<file path="src/rtl/alu_mdu_if.sv">
// Handshake and data bundle between operand fetch, the execute unit and writeback.
interface alu_mdu_if #(
    parameter int WIDTH = 16
);
    logic             flush;
    logic             in_valid;
    logic             in_ready;
    logic [3:0]       op;
    logic [WIDTH-1:0] opx;
    logic [WIDTH-1:0] opy;
    logic             out_valid;
    logic [WIDTH-1:0] res;
    logic [WIDTH-1:0] res_hi;
    logic             t;
    logic             t_wr;

    modport master (
        output flush, in_valid, op, opx, opy,
        input  in_ready, out_valid, res, res_hi, t, t_wr
    );

    modport slave (
        input  flush, in_valid, op, opx, opy,
        output in_ready, out_valid, res, res_hi, t, t_wr
    );
endinterface

</file>
<file path="src/rtl/alu_mdu.sv">
// Execute-stage unit: single-cycle integer ops plus iterative unsigned multiply/divide.
// MULU/DIVU run one bit per cycle for WIDTH cycles while in_ready stalls the front end.
module alu_mdu #(
    parameter int WIDTH = 16
) (
    input  logic     clk,
    input  logic     rst,
    alu_mdu_if.slave bus
);
    localparam int SW = $clog2(WIDTH);

    typedef enum logic {IDLE, RUN} state_t;

    state_t               state_q, state_d;
    logic [SW-1:0]        cnt_q, cnt_d;
    logic                 is_div_q, is_div_d;
    logic [WIDTH-1:0]     oper_q, oper_d;
    logic [2*WIDTH-1:0]   acc_q, acc_d;
    logic [WIDTH-1:0]     res_q, res_d;
    logic [WIDTH-1:0]     res_hi_q, res_hi_d;
    logic                 t_q, t_d;
    logic                 t_wr_q, t_wr_d;
    logic                 out_valid_q, out_valid_d;

    logic                 accept;
    logic                 multi_cycle;
    logic [SW-1:0]        shamt;
    logic [WIDTH-1:0]     alu_res;
    logic                 alu_t;
    logic                 alu_t_wr;
    logic [WIDTH:0]       mul_sum;
    logic [WIDTH:0]       div_shift;
    logic [WIDTH:0]       div_diff;
    logic [2*WIDTH-1:0]   step_acc;

    always_comb begin
        alu_res  = '0;
        alu_t    = 1'b0;
        alu_t_wr = 1'b0;
        shamt    = bus.opy[SW-1:0];
        case (bus.op)
            4'h0: alu_res = bus.opx + bus.opy;
            4'h1: alu_res = bus.opx - bus.opy;
            4'h2: alu_res = bus.opx & bus.opy;
            4'h3: alu_res = bus.opx | bus.opy;
            4'h4: alu_res = bus.opx << shamt;
            4'h5: alu_res = bus.opx >> shamt;
            4'h6: alu_res = WIDTH'($signed(bus.opx) >>> shamt);
            4'h7: begin
                alu_t    = ($signed(bus.opx) < $signed(bus.opy));
                alu_t_wr = 1'b1;
                alu_res  = WIDTH'(alu_t);
            end
            4'h8: begin
                alu_t    = (bus.opx < bus.opy);
                alu_t_wr = 1'b1;
                alu_res  = WIDTH'(alu_t);
            end
            4'h9: begin
                alu_t    = (bus.opx != bus.opy);
                alu_t_wr = 1'b1;
                alu_res  = WIDTH'(alu_t);
            end
            4'hA, 4'hB: alu_res = '0;
            default: alu_res = bus.opx;
        endcase
    end

    // acc holds {partial product, multiplier} for MULU and {remainder, dividend/quotient} for DIVU
    always_comb begin
        mul_sum   = {1'b0, acc_q[2*WIDTH-1:WIDTH]} + (acc_q[0] ? {1'b0, oper_q} : '0);
        div_shift = acc_q[2*WIDTH-1:WIDTH-1];
        div_diff  = div_shift - {1'b0, oper_q};
        if (is_div_q) begin
            if (div_diff[WIDTH]) begin
                step_acc = {div_shift[WIDTH-1:0], acc_q[WIDTH-2:0], 1'b0};
            end else begin
                step_acc = {div_diff[WIDTH-1:0], acc_q[WIDTH-2:0], 1'b1};
            end
        end else begin
            step_acc = {mul_sum, acc_q[WIDTH-1:1]};
        end
    end

    always_comb begin
        accept      = bus.in_valid && (state_q == IDLE) && !bus.flush;
        multi_cycle = (bus.op == 4'hA) || ((bus.op == 4'hB) && (bus.opy != '0));
        state_d     = state_q;
        cnt_d       = cnt_q;
        is_div_d    = is_div_q;
        oper_d      = oper_q;
        acc_d       = acc_q;
        res_d       = res_q;
        res_hi_d    = res_hi_q;
        t_d         = t_q;
        t_wr_d      = t_wr_q;
        out_valid_d = 1'b0;

        if (bus.flush) begin
            state_d = IDLE;
            cnt_d   = '0;
        end else begin
            case (state_q)
                IDLE: begin
                    if (accept && multi_cycle) begin
                        state_d  = RUN;
                        cnt_d    = SW'(WIDTH - 1);
                        is_div_d = (bus.op == 4'hB);
                        oper_d   = bus.opy;
                        acc_d    = {{WIDTH{1'b0}}, bus.opx};
                    end else if (accept) begin
                        // DIVU by zero lands here and completes immediately
                        out_valid_d = 1'b1;
                        res_d       = (bus.op == 4'hB) ? '1 : alu_res;
                        res_hi_d    = (bus.op == 4'hB) ? bus.opx : '0;
                        t_d         = alu_t;
                        t_wr_d      = alu_t_wr;
                    end
                end
                RUN: begin
                    acc_d = step_acc;
                    if (cnt_q == '0) begin
                        state_d     = IDLE;
                        out_valid_d = 1'b1;
                        res_d       = step_acc[WIDTH-1:0];
                        res_hi_d    = step_acc[2*WIDTH-1:WIDTH];
                        t_d         = 1'b0;
                        t_wr_d      = 1'b0;
                    end else begin
                        cnt_d = cnt_q - SW'(1);
                    end
                end
            endcase
        end
    end

    always_ff @(posedge clk or negedge rst) begin
        if (!rst) begin
            state_q     <= IDLE;
            cnt_q       <= '0;
            is_div_q    <= 1'b0;
            oper_q      <= '0;
            acc_q       <= '0;
            res_q       <= '0;
            res_hi_q    <= '0;
            t_q         <= 1'b0;
            t_wr_q      <= 1'b0;
            out_valid_q <= 1'b0;
        end else begin
            state_q     <= state_d;
            cnt_q       <= cnt_d;
            is_div_q    <= is_div_d;
            oper_q      <= oper_d;
            acc_q       <= acc_d;
            res_q       <= res_d;
            res_hi_q    <= res_hi_d;
            t_q         <= t_d;
            t_wr_q      <= t_wr_d;
            out_valid_q <= out_valid_d;
        end
    end

    assign bus.in_ready  = (state_q == IDLE);
    assign bus.out_valid = out_valid_q;
    assign bus.res       = res_q;
    assign bus.res_hi    = res_hi_q;
    assign bus.t         = t_q;
    assign bus.t_wr      = t_wr_q;
endmodule

</file>
<file path="src/flat_wrapper.sv">
// flat-port wrapper written by rule: the top's interface ports become plain ports
module alu_mdu_flat 
#(
    parameter int WIDTH = 16
)
  (clk, rst, bus_flush, bus_in_valid, bus_op, bus_opx, bus_opy, bus_in_ready, bus_out_valid, bus_res, bus_res_hi, bus_t, bus_t_wr);
  alu_mdu_if #(.WIDTH(WIDTH)) bus_i ();
  input  logic clk;
  input  logic rst;
  input wire logic [$bits(bus_i.flush)-1:0] bus_flush;
  input wire logic [$bits(bus_i.in_valid)-1:0] bus_in_valid;
  input wire logic [$bits(bus_i.op)-1:0] bus_op;
  input wire logic [$bits(bus_i.opx)-1:0] bus_opx;
  input wire logic [$bits(bus_i.opy)-1:0] bus_opy;
  output wire logic [$bits(bus_i.in_ready)-1:0] bus_in_ready;
  output wire logic [$bits(bus_i.out_valid)-1:0] bus_out_valid;
  output wire logic [$bits(bus_i.res)-1:0] bus_res;
  output wire logic [$bits(bus_i.res_hi)-1:0] bus_res_hi;
  output wire logic [$bits(bus_i.t)-1:0] bus_t;
  output wire logic [$bits(bus_i.t_wr)-1:0] bus_t_wr;
  assign bus_i.flush = bus_flush;
  assign bus_i.in_valid = bus_in_valid;
  assign bus_i.op = bus_op;
  assign bus_i.opx = bus_opx;
  assign bus_i.opy = bus_opy;
  assign bus_in_ready = bus_i.in_ready;
  assign bus_out_valid = bus_i.out_valid;
  assign bus_res = bus_i.res;
  assign bus_res_hi = bus_i.res_hi;
  assign bus_t = bus_i.t;
  assign bus_t_wr = bus_i.t_wr;
  alu_mdu #(.WIDTH(WIDTH)) u_core (.clk(clk), .rst(rst), .bus(bus_i));
endmodule
</file>
<file path="config.mk">
export PLATFORM = sky130hd
export DESIGN_NAME = alu_mdu_flat
export DESIGN_NICKNAME = d
export VERILOG_FILES = /design/src/rtl/alu_mdu_if.sv /design/src/rtl/alu_mdu.sv /design/src/flat_wrapper.sv
export SDC_FILE = /design/constraint.sdc
export NUM_CORES = 1
export LEC_CHECK = 0
export BUFFER_PORTS_ARGS = -buffer_cell sky130_fd_sc_hd__buf_4
export CORE_MARGIN = 1
export CORE_UTILIZATION = 25
export CTS_BUF_LIST = sky130_fd_sc_hd__clkbuf_8
export CTS_CLUSTER_SIZE = 28
export DETAILED_ROUTE_END_ITERATION = 8
export PLACE_DENSITY = 0.38
export SLEW_MARGIN = 20
export SYNTH_ARGS = -nofsm -noshare
export SYNTH_HDL_FRONTEND = slang
export SYNTH_SLANG_ARGS = --single-unit
</file>
<file path="constraint.sdc">
create_clock -name clk -period 4.4 [get_ports clk]
set_input_delay 0.88 -clock clk [delete_from_list [all_inputs] [get_ports clk]]
set_output_delay 0.88 -clock clk [all_outputs]
set_load 0.01 [all_outputs]
</file>
**Word-level counts from Yosys, hierarchy flattened**

Cells that the tools add are included.

- Shift operators: 3
- Reductions and logical operators: 15
- Equality and inequality tests: 18
- Order comparisons: 2
- Mux-type cells: 38
- $add $sub $neg: 5
- Bitwise operators: 4

Operator list:

| kind | number |
|---|---|
| 16-bit case mux with 11 select lines | 1 |
| 16-bit two-way mux | 9 |
| 32-bit two-way mux | 3 |
| 16-bit case mux with 2 select lines | 2 |
| 32-bit case mux with 2 select lines | 1 |
| 16-bit less-than comparator | 2 |
| 16-bit by 17-bit adder with 17-bit output | 1 |
| 17-bit by 16-bit subtractor with 17-bit output | 1 |
| 16-bit adder | 1 |
| 16-bit AND | 1 |
| 4-bit by 3-bit == test with 1-bit output (second input constant) | 4 |
| 4-bit == test (second input constant) | 4 |
| 16-bit != test | 1 |
| 16-bit bitwise OR | 1 |
| 16-bit nonzero test | 1 |
| 16-bit by 4-bit << shifter with 16-bit output | 1 |
| 16-bit by 4-bit right shift with 16-bit output | 1 |
| 16-bit by 4-bit >>> shifter with 16-bit output | 1 |
| 16-bit subtractor | 1 |
| 1-bit two-way mux | 13 |
| 4-bit two-way mux | 3 |
| 4-bit by 2-bit == test with 1-bit output (second input constant) | 2 |
| 4-bit zero test | 2 |
| 1-bit case mux with 2 select lines | 4 |
| other kinds (17) | 24 |

- Word-level logic and storage cells: 95
- Input bits: 40
- Register bits: 89
- Output and inout bits: 36

**Longest topological paths before layout**

Gate-level depths: netlist (run 1).

- Word-level depth: 7
- Depth in mapped cells: 13
- Depth with buffers taken out: 12

**Least setup slack after synthesis (run 1)**

Ideal clock, no wire load.

- Path kind: input to register
- Start point: input bus_opy[2]
- End point: register u_core.res_q[13] (netlist: u_core.bus.res[13])
- Path buffers: 2
- Arrival: 3.371 ns
- Cell stages on the path: 12
- Slack: 0.960 ns
- Path through: buf_2 clkinv_1 buf_1 ha_1 nor2_1 a2111oi_2 nor3_1 a211oi_2 o21ai_0 a21oi_1 mux2_2 nand3_1

- Word-level cells in the longest chain between the ends: 6
- Elaborated cells between the ends (all ways): 16
- Classes of those cells: add/sub: 2; eq/ne: 1; shift: 3; mux: 5; reduce/logical: 5

Ends and longest elaborated chain:

| item | RTL line | source |
|---|---|---|
| start: declaration | flat_wrapper.sv:14 | `input wire logic [$bits(bus_i.opy)-1:0] bus_opy;` |
| 16-bit subtractor (tied with other cells) | alu_mdu.sv:43 | `4'h1: alu_res = bus.opx - bus.opy;` |
| 16-bit case mux with 11 select lines / 1-bit logical AND (equally long branches) | alu_mdu.sv:41, alu_mdu.sv:87 |  |
| 16-bit two-way mux / 1-bit logical OR (equally long branches) | alu_mdu.sv:114, alu_mdu.sv:87 |  |
| 16-bit two-way mux / 1-bit logical AND (equally long branches) | alu_mdu.sv:111, alu_mdu.sv:105 |  |
| 16-bit two-way mux / 2-bit != test (equally long branches) | -- |  |
| 16-bit case mux with 2 select lines / 4-bit AND reduction (equally long branches) | -- |  |
| end signal: assignment | alu_mdu.sv:155 | `res_q <= res_d;` |
| end: declaration | alu_mdu.sv:19 | `logic [WIDTH-1:0] res_q, res_d;` |

Several ways; a longest one is shown, not always the timed one. The select of a mux whose other input is x is not followed.
A chain may end at the register's enable or synchronous reset.

**Worst setup path after layout (run 1)**

- Start point: register u_core.acc_q[15]
- End point: register u_core.acc_q[0]

- Word-level cells in the longest chain between the ends: 4

Ends and longest elaborated chain:

| item | RTL line | source |
|---|---|---|
| start: declaration | alu_mdu.sv:18 | `logic [2*WIDTH-1:0] acc_q, acc_d;` |
| start signal: assignment | alu_mdu.sv:143 | `acc_q <= '0;` |
| start signal: assignment | alu_mdu.sv:154 | `acc_q <= acc_d;` |
| 17-bit by 16-bit subtractor with 17-bit output | alu_mdu.sv:73 | `div_diff = div_shift - {1'b0, oper_q};` |
| 32-bit two-way mux | alu_mdu.sv:75 | `if (div_diff[WIDTH]) begin` |
| 32-bit two-way mux | alu_mdu.sv:74 | `if (is_div_q) begin` |
| 32-bit case mux with 2 select lines | alu_mdu.sv:103 | `case (state_q)` |

Every way passes these cells.

==> reports/qor.txt, run 1 <==
fill cell count: 4419
CP required: 4.69 ns
root buf cell: clkbuf_8
Fin Setup TNS: 0 ns
# hold bufs at CTS: 0
Startpoint Class: register
Detailed Route Iter0 Violations: 975
Mapped Cells: 1286
clk sinks: 89
Initial Util: 25.4%
Tmin final: 3.61 ns
Clock Path Buffers: 2
core area: 39800 sq um
Fin Clk Skew: 0.0173 ns
initial antenna violation count: 3
number of global-route vias before repair: 9873
reg-to-reg startpoint: u_core.acc_q[15]
HP Start: u_core.acc_q[15]
pwr/cell area: 288 nW/um^2
layout cells sized above 1: 13.8%
Leak Pwr: 4.92 nW
R2R Setup Slk: 0.79 ns
Cell variety after synth: 90
CP endpoint kind: register
syn nets: 1417
total wire length: 45.5 mm
CTS tree: built
largest net degree at the start of global routing: 48
detailed-router iteration count before antenna repair: 5
relative slew slack: 44.4%
post-synth top area share: 22.0%
Worst-Margin Slew: 0.827 ns
Top FF cell, synth: dfrtp_1
sequential area share after synthesis: 22.0%
ANT cells: 0
Fin. Hold Viols: 0
DR WL/cell: 24.7 um
fmax: 277 MHz
critical path peak fanout: 3
CTS clk-pin slew, worst paths: 0.11 ns
Skew-Pair Late Insertion Delay: 0.39 ns
Post-synth EDFFs: 0
Yosys top cell by area: dfrtp_1
Tot Pwr: 3.27 mW
Port Buffers: 75
RSZ-0062 raised after global routing: no
Worst Setup SP: u_core.acc_q[15]
I/O pin total: 76
critical path data arrival time: 3.90 ns
Row Count: 73
Area contributors post-synth: dfrtp_1, ha_1, nand2_1
async set-or-reset flop fraction in the synthesized netlist: 100%
global-route wire length before repair: 67.4 mm
fin crit share: 82.1%
GR Util All Layers: 22.1%
area grow syn2layout: 12.1%
chip width: 203 um
Final #Nets: 1445
clock buffer count from CTS: 9
Setup Buffers After CTS: 0
peak supply drop: 0.124 mV
GRT overflow: 0
Final GP Congestion: 0.912
number of synthesis warnings: 0
Die H: 203 um
Vias: 10100
routed vias/inst: 5.47
post-CTS sizing: 0
max-cap violations: 0
hpwl dp: 35.5 mm
fin. max-slew vios: 0
FF+latch count, synth: 89
DR DRC count: 0
Final setup violation count: 0
Die Area: 41300 sq um
post-route antenna net violation count: 0
Post-Syn Area: 10100 sq um
H-Tree Depth: 3
Hold/Removal Path Class: reg -> reg
syn_area_per_cell: 7.88 sq um
CP Class: reg -> reg
outcome: finished, final reports clean
## synth_stat cells (8+ instances only)
library cell  instances
mux2_2               16
and2_1               22
a21o_1               17
o21ai_1              21
mux2i_1              41
a21oi_1              99
xnor2_1              19
o22a_1               10
o211ai_1              8
o21bai_1             14
o221ai_1             11
nor4_1               13
a211oi_1             29
buf_2                14
nand3_1              16
nand2_1             139
dfrtp_1              89
inv_1                71
o22ai_1              11
clkbuf_1             53
xor2_1                8
a31oi_1              23
o21ai_0              96
nor3_1               32
nor2_1              123
mux4_2               16
ha_1                 87
nand2b_1             16
## through the flow
stage / hold slack (ns) / setup WS (ns) / instance area (sq um) / util, % / std cells
floorplan: 0.456 / 0.960 / 10100 / - / 1286
global placement: 0.467 / 0.678 / 11100 / 28.0 / 1828
finish: 0.500 / 0.790 / 11400 / 28.5 / 1844
detailed placement: 0.476 / 0.601 / 11100 / 28.0 / 1828
global route: 0.522 / 0.750 / 11400 / 28.5 / 1844
CTS: 0.496 / 0.846 / 11400 / 28.5 / 1844
## final timing paths
path                                        end  depth (start not counted)
max                             u_core.acc_q[0]                         12
min                            u_core.acc_q[15]                          2
max reg2reg                     u_core.acc_q[0]                         12
min reg2reg                    u_core.acc_q[15]                          2
max in group asynchronous  u_core.bus.res_hi[7]                          2
min in group asynchronous      u_core.acc_q[24]                          1
## per-layer routing
layer | share of wire [%] | track usage [%]
met1 | 49 | 32.5
met5 | 0 | 0
met4 | 2.1 | 5.13
met2 | 44 | 34.4
met3 | 4.5 | 2.00
## sequential cells by signal, summed over array words and instances, names as in the netlist
register	count
u_core.state_q	1
u_core.bus.out_valid	1
u_core.bus.res	16
u_core.is_div_q	1
u_core.bus.t	1
u_core.bus.t_wr	1
u_core.oper_q	16
u_core.acc_q	32
u_core.cnt_q	4
u_core.bus.res_hi	16
## cell usage in the layout (no fill, tap or decap), drive strengths merged, types with 17 or more instances in the layout
cell type	instances
nand2	139
a211oi	34
nand3	17
ha	87
nor3	32
inv	77
a21o	19
and2	24
mux2i	42
dfrtp	89
buf	104
a21oi	100
nor2	128
a31oi	23
xnor2	19
o21ai	117
## critical path, stage by stage (launching register included)
cell       delay [ns]
dfrtp_1          0.39
inv_1            0.12
ha_1             0.22
inv_1            0.07
fa_1             0.43
a211oi_2         0.31
o211ai_1         0.28
nand4bb_1        0.25
o311ai_4         0.16
o21ai_0          0.37
a21boi_0         0.59
a211oi_1         0.17
a21o_1           0.18
## cell families after synthesis
group | after synthesis | share of synthesized area [%]
XOR/XNOR | 27 | 2.33
AND/OR/NAND/NOR | 416 | 19.6
AO/OA/AOI/OAI | 426 | 27.9
buffers and inverters | 163 | 7.16
multiplexers | 74 | 9.52
adder cells (fa/ha/maj) | 91 | 11.5
flip-flops | 89 | 22.0
## where the power goes
| part | internal, mW | switching, mW | leakage, nW |
|---|---|---|---|
| logic | 0.629 | 0.901 | 3.69 |
| clock network | 0.292 | 0.326 | 0.109 |
| registers | 0.954 | 0.168 | 1.12 |
## area by class of cell
class / count / area (sq um) / area share [%]
clock buffer: 11 / 151 / 1.33
tap: 525 / 657 / 5.79
sequential: 89 / 2230 / 19.6
timing repair buffer: 104 / 793 / 6.99
multi-input combinational: 1034 / 7180 / 63.3
clock inverter: 5 / 53.8 / 0.474
inverter: 76 / 285 / 2.51
No activity file was read; power rests on OpenSTA's default activity.
==> inputs of run 2 (changes only) <==
--- a/config.mk
+++ b/config.mk
@@ -5,6 +5,7 @@
 export SDC_FILE = /design/constraint.sdc
 export NUM_CORES = 1
 export LEC_CHECK = 0
+export ABC_AREA = 1
 export BUFFER_PORTS_ARGS = -buffer_cell sky130_fd_sc_hd__buf_4
 export CORE_MARGIN = 1
 export CORE_UTILIZATION = 25
==> constraint.sdc (replaced) <==
create_clock -name clk -period 3.65 [get_ports clk]
set_input_delay 0.73 -clock clk [delete_from_list [all_inputs] [get_ports clk]]
set_output_delay 0.73 -clock clk [all_outputs]
set_load 0.01 [all_outputs]
==> run 2 against run 1 <==
Net effect:
- the run now ends with DRC left
- fmax is 23% higher
- sequential share of layout area is 0.87 points lower
- register-to-register slack worse by 0.09 ns
- via count up 17%
- wire length rose by 11%
- clock power up 5.7%
- first-iteration DRC count down 12%
- combinational power is 41% higher
- critical path type unchanged
==> reports/qor.txt, run 2 <==
post-route antenna net violation count: 0 (unchanged)
sequential area share after synthesis: 21.2% (-0.80 points)
Most flops, register: u_core.acc_q
core area: 41100 sq um (+3.2%)
Tmin final: 2.95 ns (-0.664 ns)
fmax: 339 MHz (+23%)
post-synthesis xor/xnor area fraction: 1.42% (-0.92 points)
R2R Setup Slk: 0.70 ns (-0.09 ns)
critical path data arrival time: 3.22 ns (-0.68 ns)
Port Buffers: 75 (unchanged)
critical path peak fanout: 10 (+7)
final worst slack: 0.703 ns (-0.0863 ns)
pwr/cell area: 353 nW/um^2 (+22%)
FF+latch count, synth: 89 (unchanged)
largest family of logic cells by synthesized area: simple AND/OR/NAND/NOR gates
commonest cells in the netlist: nand2_1, inv_1, nand3_1
RSZ-0062 raised after global routing: no
H-Tree Depth: 3 (unchanged)
post-CTS sizing: 0 (unchanged)
fin crit share: 80.7% (-1.3 points)
Vias: 11900 (+17%)
most common cell after layout, fill and taps aside: nand2_1
syn_area_per_cell: 5.93 sq um (-25%)
layout cells sized above 1: 9.00% (-4.8 points)
Leak Pwr: 6.19 nW (+26%)
area grow syn2layout: 13.0%
Post-synth EDFFs: 0 (unchanged)
post-synth top area share: 21.2% (-0.80 points)
# hold bufs at CTS: 0 (unchanged)
Die H: 207 um (+1.9%)
DR WL/cell: 21.3 um (-13%)
Skew-Pair Late Insertion Delay: 0.40 ns (about the same)
Fin Setup TNS: 0 ns (unchanged)
hpwl dp: 41.3 mm (+16%)
Final setup violation count: 0 (unchanged)
fill cell count: 4802 (+8.7%)
DR DRC count: 1 (+1)
final non-filler cell total: 2366 (+28%)
clock buffer count from CTS: 9 (unchanged)
Placed Instances: 2352 (+29%)
number of global-route vias before repair: 11600 (+17%)
Initial Util: 25.6% (+0.14 points)
initial antenna violation count: 4 (+1)
CTS clk-pin slew, worst paths: 0.11 ns (about the same)
CP Class: reg -> reg
relative slew slack: 31.8% (-13 points)
Detailed Route Iter0 Violations: 860 (-12%)
Fin. Hold Viols: 0 (unchanged)
peak supply drop: 0.140 mV (+14%)
Adder-Cell Fraction of Synth Area: 11.1% (-0.42 points)
Compound-Gate Fraction of Synth Area: 15.6% (-12 points)
Hold/Removal Path Class: in -> async
violated checks: DRC
max-cap violations: 0 (unchanged)
Worst-Margin Slew: 1.01 ns (+0.185 ns)
Fin Clk Skew: 0.0189 ns (+0.00155 ns)
Die Area: 42900 sq um (+3.7%)
Startpoint Class: register
clk sinks: 89 (unchanged)
syn nets: 1905 (+34%)
CP required: 3.92 ns (-0.77 ns)
Final GP Congestion: 0.933 (+2.3%)
Mapped Cells: 1774 (+38%)
Synth Area in Simple Gates: 39.6% (+20 points)
chip width: 207 um (+1.9%)
fin. max-slew vios: 0 (unchanged)
root buf cell: clkbuf_8
Cell variety after synth: 47 (-48%)
Area contributors post-synth: dfrtp_1, nand2_1, ha_1
GR Util All Layers: 23.4% (+1.3 points)
global-route wire length before repair: 75.3 mm (+12%)
detailed-router iteration count before antenna repair: 9 (+4)
outcome: finished with violations
CTS tree: built
max reg flops: 32 (unchanged)
number of synthesis warnings: 0 (unchanged)
most frequent cells in the layout: nand2_1, inv_1, nand3_1
I/O pin total: 76 (unchanged)
ANT cells: 0 (unchanged)
total wire length: 50.5 mm (+11%)
async set-or-reset flop fraction in the synthesized netlist: 100% (unchanged)
Final #Nets: 1962 (+36%)
most frequent cell after synthesis: nand2_1
Post-Syn Area: 10500 sq um (+3.8%)
mux share of post-synthesis cell area: 0% (-9.5 points)
GRT overflow: 0 (unchanged)
Yosys top cell by area: dfrtp_1
Setup Buffers After CTS: 0 (unchanged)
routed vias/inst: 5.01 (-8.5%)
Top FF cell, synth: dfrtp_1
dpl ws: 0.392 ns (-0.209 ns)
Row Count: 74 (+1.4%)
CP endpoint kind: register
largest net degree at the start of global routing: 64 (+33%)
Clock Path Buffers: 2 (unchanged)
==> run 2: cell count changes after synthesis, moves of 28 or more <==
cell	delta
mux2i_1	-41
a21oi_1	+31
a211oi_1	-28
inv_1	+149
nand2_1	+395
nor2_1	+31
nand3_1	+159
==> run 2: critical path, stage by stage, from the launching register on <==
cell      delay (ns)
dfrtp_1         0.42
inv_1           0.10
ha_1            0.17
inv_1           0.10
fa_1            0.39
nand2_1         0.10
nand2_1         0.10
nand3_1         0.12
nand2_1         0.15
nand2_2         0.13
nand3_1         0.11
nand2_4         0.19
nand2_4         0.11
inv_2           0.24
nand2_1         0.08
nand3b_1        0.20
a21oi_1         0.10
==> run 2: kinds of logic after synthesis <==
group | Yosys count
AOI/OAI and AO/OA | 312
xor gates and xnor gates | 17
adders and majority gates | 91
buffers and inverters | 293
DFF | 89
and+or+nand+nor | 972
==> run 2: metrics by stage <==
step	cell area, sq um	hold slack, ns	utilization, %	power [mW]
floorplan	10500	0.434	-	2.72
global placement	11700	0.476	28.5	3.57
detailed placement	11700	0.482	28.5	3.56
CTS	11900	0.482	28.9	4.23
global route	11900	0.500	28.9	4.53
finish	11900	0.430	28.9	4.19
==> run 2: cell type report <==
type                            instances  area (sq um)  share of cell area [%]
Timing Repair Buffer                  109           843                    7.10
Multi-Input combinational cell       1392          7120                    59.9
Sequential cell                        89          2230                    18.7
Clock buffer                            9           124                    1.04
Clock inverter                          5          35.0                   0.295
Inverter                              230           863                    7.27
Tap cell                              532           666                    5.60
==> run 2: path summary, 6_finish.rpt <==
kind	to	start	cells after the start
setup / recovery	u_core.bus.res_hi[8]	u_core.acc_q[15]	16
hold reg to reg	u_core.acc_q[2]	u_core.acc_q[2]	2
hold / removal	u_core.oper_q[9]	rst	1
max in group asynchronous	u_core.bus.res[6]	rst	2
setup reg to reg	u_core.bus.res_hi[8]	u_core.acc_q[15]	16
min in group clk	u_core.acc_q[2]	u_core.acc_q[2]	2
==> run 2: per-layer routing <==
metal	track usage (%)	vias to the layer above	wire (um)
li1	-	5841	-
met1	30.9	5638	23100
met2	40.1	311	24000
met3	2.23	58	2040
met4	6.95	4	1340
met5	0	-	26
==> run 2: power by group <==
part | total (mW) | internal [mW] | switching (mW)
sequential | 1.37 | 1.18 | 0.195
combinational | 2.16 | 0.752 | 1.41
clock | 0.653 | 0.242 | 0.411
